<file path="src/rtl/fifo_mem_mc.sv">
// fifo_mem_mc: NUM_CH independent circular queues sharing one write port and one read port,
// with per-channel occupancy, watermark flags and sticky error flags.
module fifo_mem_mc #(
    parameter int WIDTH      = 32,
    parameter int DEPTH      = 32,
    parameter int NUM_CH     = 4,
    parameter int AFULL_LVL  = DEPTH - 2,
    parameter int AEMPTY_LVL = 2,
    localparam int PTR_W     = $clog2(DEPTH),
    localparam int CNT_W     = $clog2(DEPTH + 1),
    localparam int CH_W      = (NUM_CH > 1) ? $clog2(NUM_CH) : 1
) (
    input  logic                    CLK,
    input  logic                    RST,
    input  logic                    wr_en,
    input  logic [CH_W-1:0]         wr_ch,
    input  logic [WIDTH-1:0]        wr_data,
    input  logic                    rd_en,
    input  logic [CH_W-1:0]         rd_ch,
    output logic [WIDTH-1:0]        rd_data,
    output logic                    rd_valid,
    output logic [NUM_CH-1:0]       full,
    output logic [NUM_CH-1:0]       empty,
    output logic [NUM_CH-1:0]       almost_full,
    output logic [NUM_CH-1:0]       almost_empty,
    output logic [NUM_CH*CNT_W-1:0] count,
    output logic [NUM_CH-1:0]       wr_full_err,
    output logic [NUM_CH-1:0]       rd_empty_err,
    input  logic                    err_clr
);
    logic [WIDTH-1:0] mem [NUM_CH][DEPTH];
    logic [PTR_W-1:0] wr_ptr [NUM_CH];
    logic [PTR_W-1:0] rd_ptr [NUM_CH];
    logic [CNT_W-1:0] cnt [NUM_CH];
    logic wr_v, rd_v, wr_acc, rd_acc;
    logic [NUM_CH-1:0] wr_sel, rd_sel, inc, dec, wr_err, rd_err;

    // Out-of-range channel indices never select anything.
    assign wr_v   = wr_en && ({1'b0, wr_ch} < (CH_W + 1)'(NUM_CH));
    assign rd_v   = rd_en && ({1'b0, rd_ch} < (CH_W + 1)'(NUM_CH));
    assign wr_acc = |inc;
    assign rd_acc = |dec;

    for (genvar g = 0; g < NUM_CH; g++) begin : g_ch
        assign full[g]         = cnt[g] == CNT_W'(DEPTH);
        assign empty[g]        = cnt[g] == '0;
        assign almost_full[g]  = cnt[g] >= CNT_W'(AFULL_LVL);
        assign almost_empty[g] = cnt[g] <= CNT_W'(AEMPTY_LVL);
        assign count[g*CNT_W +: CNT_W] = cnt[g];
        assign wr_sel[g] = wr_v && (wr_ch == CH_W'(g));
        assign rd_sel[g] = rd_v && (rd_ch == CH_W'(g));
        assign dec[g]    = rd_sel[g] && !empty[g];
        // A full channel still takes a write when the same cycle pops its head.
        assign inc[g]    = wr_sel[g] && (!full[g] || dec[g]);
        assign wr_err[g] = wr_sel[g] && !inc[g];
        assign rd_err[g] = rd_sel[g] && empty[g];

        always_ff @(posedge CLK) begin
            if (RST) begin
                wr_ptr[g] <= '0;
                rd_ptr[g] <= '0;
                cnt[g]    <= '0;
            end else begin
                if (inc[g]) wr_ptr[g] <= wr_ptr[g] + 1'b1;
                if (dec[g]) rd_ptr[g] <= rd_ptr[g] + 1'b1;
                cnt[g] <= cnt[g] + CNT_W'(inc[g]) - CNT_W'(dec[g]);
            end
        end

        assert property (@(posedge CLK) disable iff (RST) cnt[g] <= CNT_W'(DEPTH));
        assert property (@(posedge CLK) disable iff (RST)
            !(inc[g] && !dec[g] && full[g]) && !(dec[g] && !inc[g] && empty[g]));
    end

    always_ff @(posedge CLK) begin
        if (!RST && wr_acc) mem[wr_ch][wr_ptr[wr_ch]] <= wr_data;
    end

    always_ff @(posedge CLK) begin
        if (RST) begin
            rd_data  <= '0;
            rd_valid <= 1'b0;
        end else begin
            rd_valid <= rd_acc;
            if (rd_acc) rd_data <= mem[rd_ch][rd_ptr[rd_ch]];
        end
    end

    // A new error in the clearing cycle survives the clear.
    always_ff @(posedge CLK) begin
        if (RST) begin
            wr_full_err  <= '0;
            rd_empty_err <= '0;
        end else begin
            wr_full_err  <= (wr_full_err & ~{NUM_CH{err_clr}}) | wr_err;
            rd_empty_err <= (rd_empty_err & ~{NUM_CH{err_clr}}) | rd_err;
        end
    end

    assert property (@(posedge CLK) disable iff (RST) rd_valid |-> $past(rd_acc));
endmodule

</file>
<file path="config.mk">
export PLATFORM = sky130hd
export DESIGN_NAME = fifo_mem_mc
export DESIGN_NICKNAME = d
export VERILOG_FILES = /design/src/rtl/fifo_mem_mc.sv
export SDC_FILE = /design/constraint.sdc
export NUM_CORES = 2
export LEC_CHECK = 0
export CORE_AREA = 2 2 538 540
export DETAILED_ROUTE_END_ITERATION = 7
export DIE_AREA = 0 0 540 542
export PLACE_DENSITY = 0.79
export SLEW_MARGIN = 40
export SYNTH_ARGS = -nofsm -noshare
export SYNTH_HDL_FRONTEND = slang
export SYNTH_MEMORY_MAX_BITS = 65536
export SYNTH_SLANG_ARGS = --single-unit
</file>
<file path="constraint.sdc">
create_clock -name CLK -period 4.1 [get_ports CLK]
set_input_delay 0.82 -clock CLK [delete_from_list [all_inputs] [get_ports CLK]]
set_output_delay 0.82 -clock CLK [all_outputs]
set_load 0.02 [all_outputs]
</file>
After elaboration in Yosys (flattened, before gate mapping)
Memory sizes are Yosys's and may differ from the RTL's.
Cells that the tools add are included.
- $add $sub $neg: 16
- order comparisons: 11
- equal/unequal tests: 10
- muxes and demuxes: 46
- bitwise logic cells: 19
- reductions and logical operators: 51
- operators with widths (operator ; number):
    $mux 1024 ; 1
    $bmux 32 s5 ; 1
    $demux 32 s5 ; 1
    $mux 32 ; 3
    $add 5x1->5 const B ; 8
    $mux 5 ; 8
    $mux 1 ; 28
    $logic_and 1x1->1 ; 26
    $add 6x1->6 ; 4
    $eq 6x6->1 const B ; 4
    $ge 6x5->1 const B ; 4
    $le 6x2->1 const B ; 4
    $logic_not 6->1 ; 4
    $mux 6 ; 4
    $sub 6x1->6 ; 4
    $logic_not 1->1 ; 13
    $ge 6x6->1 const B ; 2
    $not 5->6 ; 2
    $or 1x1->1 ; 12
    $and 4x4->4 ; 2
    $eq 2x2->1 const B ; 4
    $or 4x4->4 ; 2
    $reduce_or 4->1 ; 2
    $lt 6x1->1 const B ; 1
    4 further kinds ; 9
- bits in registers: 41
- memory bits (writable): 4160
- input port bits: 41
- word-level logic and storage cells: 161
- memories kept: 4
- memory list (name ; words ; width ; read ports ; clocked after Yosys merged registers in ; wr ports ; line ; source):
    mem ; 4 ; 1024 ; 1 ; 0 ; 1 ; 31 ; logic [WIDTH-1:0] mem [NUM_CH][DEPTH];
    cnt ; 4 ; 6 ; 4 ; 0 ; 4 ; 34 ; logic [CNT_W-1:0] cnt [NUM_CH];
    rd_ptr ; 4 ; 5 ; 5 ; 0 ; 4 ; 33 ; logic [PTR_W-1:0] rd_ptr [NUM_CH];
    wr_ptr ; 4 ; 5 ; 5 ; 0 ; 4 ; 32 ; logic [PTR_W-1:0] wr_ptr [NUM_CH];

Logic depth before layout (Yosys ltp)
- depth in word-level cells: 9
- mapped depth: 16
- depth with buffers taken out: 15

Worst setup path before layout
OpenSTA, ideal clock, no wires.
- path kind: in2reg
- from: input rd_ch[0]
- to: memory mem[2][320] (netlist bit), enable pin
- setup time: 421 ps
- data arrival time: 3912 ps
- required time: 3679 ps
- setup slack: -233 ps
- cell stages on the path: 9
- buffers on the path: 3
- path through: buf_4 buf_6 buf_6 or4b_4 a21o_1 a41oi_1 and2_2 nand2_2 nor2_1
- longest elaborated chain between the ends: 9
- ends and longest elaborated chain (what ; line ; source):
    start, declared ; 19 ; input logic [CH_W-1:0] rd_ch,
    $eq 2x1->1, or another cell as far along ; 51 ; assign rd_sel[g] = rd_v && (rd_ch == CH_W'(g));
    $logic_and 1x1->1 ; 51 ;
    $logic_and 1x1->1 ; 52 ; assign dec[g] = rd_sel[g] && !empty[g];
    $logic_or 1x1->1 ; 54 ; assign inc[g] = wr_sel[g] && (!full[g] || dec[g]);
    $logic_and 1x1->1 ; 54 ;
    $reduce_or 4->1 * ; 41 ; assign wr_acc = |inc;
    $logic_and 1x1->1 * ; 76 ; if (!RST && wr_acc) mem[wr_ch][wr_ptr[wr_ch]] <= wr_data;
    $mux 1 * ; 76 ;
    $mux 1024 (implied by the code) * ; 76 ;
    end, declared ; 31 ;
Mark *: on every way between the ends. The rest lies on a longest branch, timed or not.

==> Implementation_results.wiki <==
{| class="wikitable"
! Metric !! Value
|-
| Residual overflow from global routing || 0
|-
| Cell with the largest stage delay on the worst path || mux4_4
|-
| TritonCTS clock tree || done
|-
| Number of buffers and inverters on the critical path || 3
|-
| Number of gates given a new drive strength after cts || 0
|-
| Switch share || 23.5%
|-
| Hold_buf cts || 0
|-
| Synth Area per Inst || 22.7 sq um
|-
| Worst-path clk slew || 60 ps
|-
| Number of antenna violations at the first check in global routing || 22
|-
| Average vias per placed instance || 6.85
|-
| Number of buffers created by CTS || 397
|-
| EDFF count, synth || 4136
|-
| Net Sw Power || 0.0220 W
|-
| Most common flop cell mapped by yosys || edfxtp_1
|-
| Post-synthesis instance area || 163000 sq um
|-
| Global-route wire length before repair || 633 mm
|-
| DIE AREA || 293000 sq um
|-
| Layout overhead on the synthesized area || 16.6%
|-
| Cell class contributing the biggest share of worst-path delay || multiplexers
|-
| GRT Total Usage || 30.6%
|-
| Floorplan Core Area || 287000 sq um
|-
| Nets || 8130
|-
| Warnings, synthesis || 0
|-
| Required time reported for the critical path endpoint || 4910 ps
|-
| Count of distinct cell types in the synthesized netlist || 64
|-
| Biggest fanout along the worst timing path || 92
|-
| Maximum number of pins on one net before global-route repair || 113
|-
| Setup ws final || 201 ps
|-
| Avg WL per Cell || 36.8 um
|-
| Count of vias placed by the detailed router || 83200
|-
| Latest clock arrival within the worst-skew pair || 940 ps
|-
| Crit-path cells || mux4_4, buf_12, buf_12, mux2i_1, mux2i_1, o22ai_1, nor3_1, buf_4, a221o_1
|-
| Worst path arrival time || 4710 ps
|-
| Max-cap violations || 0
|-
| Share of cells above drive strength 1 || 30.1%
|-
| Measured slew at the worst slew-check pin || 902 ps
|-
| Register bit count reported by yosys || 4201
|-
| # clock sinks || 4201
|-
| Clock root cell || clkbuf_16
|-
| CP Class || flip-flop to flip-flop
|-
| Worst clock skew || 63.2 ps
|-
| Syn nets || 7290
|-
| Kind of start point of the critical path || flip-flop
|-
| Setup repair after global routing missed its margin || no
|-
| Top-level I/O count || 122
|-
| Hold_ws || 269 ps
|-
| Total setup buffers inserted after CTS || 0
|-
| Max frequency || 0.256 GHz
|-
| Last weighted congestion value of the routability-driven placer || 0.851
|-
| Final critical-path share of the clock period || 95.1%
|-
| Number of DRC violations after detailed-routing iteration 0 || 13900
|-
| Max-slew violation count || 0
|-
| Final setup violating endpoints || 0
|-
| Clock period minus worst slack || 3900 ps
|-
| Remaining number of nets flagged by the antenna check after routing || 0
|-
| Detailed Routing Iterations Pass 1 || 5
|-
| Post-synth ARST share || 0%
|-
| Clock network power share || 39.1%
|-
| Total leakage power || 60.7 nW
|-
| DRT Wirelength || 447 mm
|-
| Power share of the sequential group || 50.9%
|-
| Longest Clk Path Bufs || 4
|-
| Die Height || 542 um
|-
| Pre-CTS setup slack || -218 ps
|-
| Vias in the first global route || 84500
|-
| Share of total power in combinational logic || 10.0%
|-
| Part of the Yosys area used for sequential elements || 77.1%
|-
| Post-detail-place hpwl || 255 mm
|-
| Number of hold violations in the final report || 0
|-
| Result of the run || finished, final reports clean
|-
| Maximum level of the CTS H-tree || 5
|-
| Post-route DRC || 0
|-
| Hold Path Class || input port to flip-flop
|-
| Worst slew margin || 39.9%
|-
| Initial standard-cell utilization of the core || 56.8%
|-
| Power per unit of standard cell area || 494 nW/um^2
|-
| Width of the die || 540 um
|-
| Max IR drop VDD || 0.560 mV
|-
| Internal cell power || 0.0719 W
|-
| Critical path endpoint category || flip-flop
|-
| Biggest cell delay along the critical path || 860 ps
|-
| Number of buffers inserted by port buffering || 121
|-
| Number of cells produced by synthesis || 7186
|-
| Total number of placement rows || 197
|}
-- power groups by stage --
stage	Sequential (W)	Clock, W	Combinational (W)
6_report	0.0478	0.0367	0.00939
5_1_grt	0.0478	0.0383	0.00968
4_1_cts	0.0478	0.0369	0.00923
3_5_place_dp	0.0487	0	0.00906
3_3_place_gp	0.0487	0	0.00882
2_1_floorplan	0.0487	0	0.00442
-- flip-flops by register name (all words and copies together), names as in the netlist --
register	flops
rd_ptr	20
wr_full_err	4
wr_ptr	20
rd_data	32
rd_empty_err	4
cnt	24
mem	4096
rd_valid	1
-- synthesized netlist by cell type (all sizes together) (4+ instances only) --
library cell  instances  area share, %
mux2                  5          0.035
fa                    4          0.049
nand3                24          0.074
mux4               1033             14
ha                   59           0.45
mux2i               663            4.1
clkbuf               81           0.19
nor2b                15          0.058
buf                 298           0.98
nand2                92           0.22
nor4bb                5          0.031
inv                  57           0.13
dfxtp                65           0.80
nand2b               19          0.073
edfxtp             4136             76
or3                   6          0.023
o21ai                 8          0.025
a21oi                52           0.16
nor2                230           0.53
xor2                 19           0.10
o22ai                64           0.25
o211ai               33           0.15
or2                   5          0.019
a22oi                65           0.30
a21o                  6          0.028
xnor2                17          0.091
a221o                32           0.20
nor3b                 9          0.048
nor3                 41           0.13
-- final cells by class --
type | instances | area (sq um)
tap | 3781 | 4730
timing repair buffer | 820 | 10300
inverter | 57 | 214
antenna | 5 | 12.5
clock inverter | 219 | 2150
fill | 16800 | 97000
multi-input combinational | 2549 | 36300
clock buffer | 501 | 10700
sequential | 4201 | 126000
-- logic make-up after synthesis --
| family | synth area share [%] |
|---|---|
| flops | 77.1 |
| mux | 18.4 |
| simple gates | 1.30 |
| buf+inv | 1.30 |
| compound gates | 1.25 |
| fa+ha+maj | 0.502 |
| xor+xnor | 0.194 |
-- through the flow --
| stage | TNS (ps) | std cells | utilization (%) | area [sq um] | total power (W) |
|---|---|---|---|---|---|
| after floorplan | -511710 | 7186 | - | 163000 | 0.0531 |
| after detailed placement | -23730 | 11400 | 61.7 | 177000 | 0.0578 |
| after global routing | 0 | 12100 | 66.2 | 190000 | 0.0958 |
| after CTS | 0 | 12100 | 66.1 | 190000 | 0.0939 |
| after global placement | -15540 | 11400 | 61.6 | 177000 | 0.0575 |
| final | 0 | 12100 | 66.2 | 190000 | 0.0939 |
-- placed cells by master, fill, tap and decap left out, drive strengths merged, types with 8 or more instances in the layout --
cell | synthesis | final
a221o | 32 | 32
bufinv | 0 | 38
clkbuf | 81 | 502
a21oi | 52 | 52
nor3b | 9 | 9
mux4 | 1033 | 1033
a22oi | 65 | 65
o211ai | 33 | 33
inv | 57 | 67
nand2b | 19 | 19
mux2i | 663 | 663
o22ai | 64 | 64
nor2 | 230 | 230
nand3 | 24 | 24
nand2 | 92 | 92
clkdlybuf4s50 | 0 | 85
o21ai | 8 | 8
xnor2 | 17 | 17
buf | 298 | 734
nor3 | 41 | 41
ha | 59 | 59
edfxtp | 4136 | 4136
nor2b | 15 | 15
dfxtp | 65 | 65
clkinvlp | 0 | 17
xor2 | 19 | 19
clkinv | 0 | 154
-- worst paths after layout --
check	start	to	slack, ps	cells past startpoint
setup / recovery	rd_ptr[1][0]	rd_data[26]	200	9
hold / removal	wr_data[3]	mem[3][515]	270	1
setup reg to reg	rd_ptr[1][0]	rd_data[26]	200	9
hold reg to reg	rd_empty_err[3]	rd_empty_err[3]	480	2
-- per-layer routing --
metal  vias to the layer above  track usage [%]  wire (um)
met5                         -                0        107
met4                        18             17.3      30200
met3                      1289             6.25      54600
met2                      6816             49.5     218000
met1                     43000             39.2     144000
li1                      32000                -          -
Power figures use the tool's default switching activity.
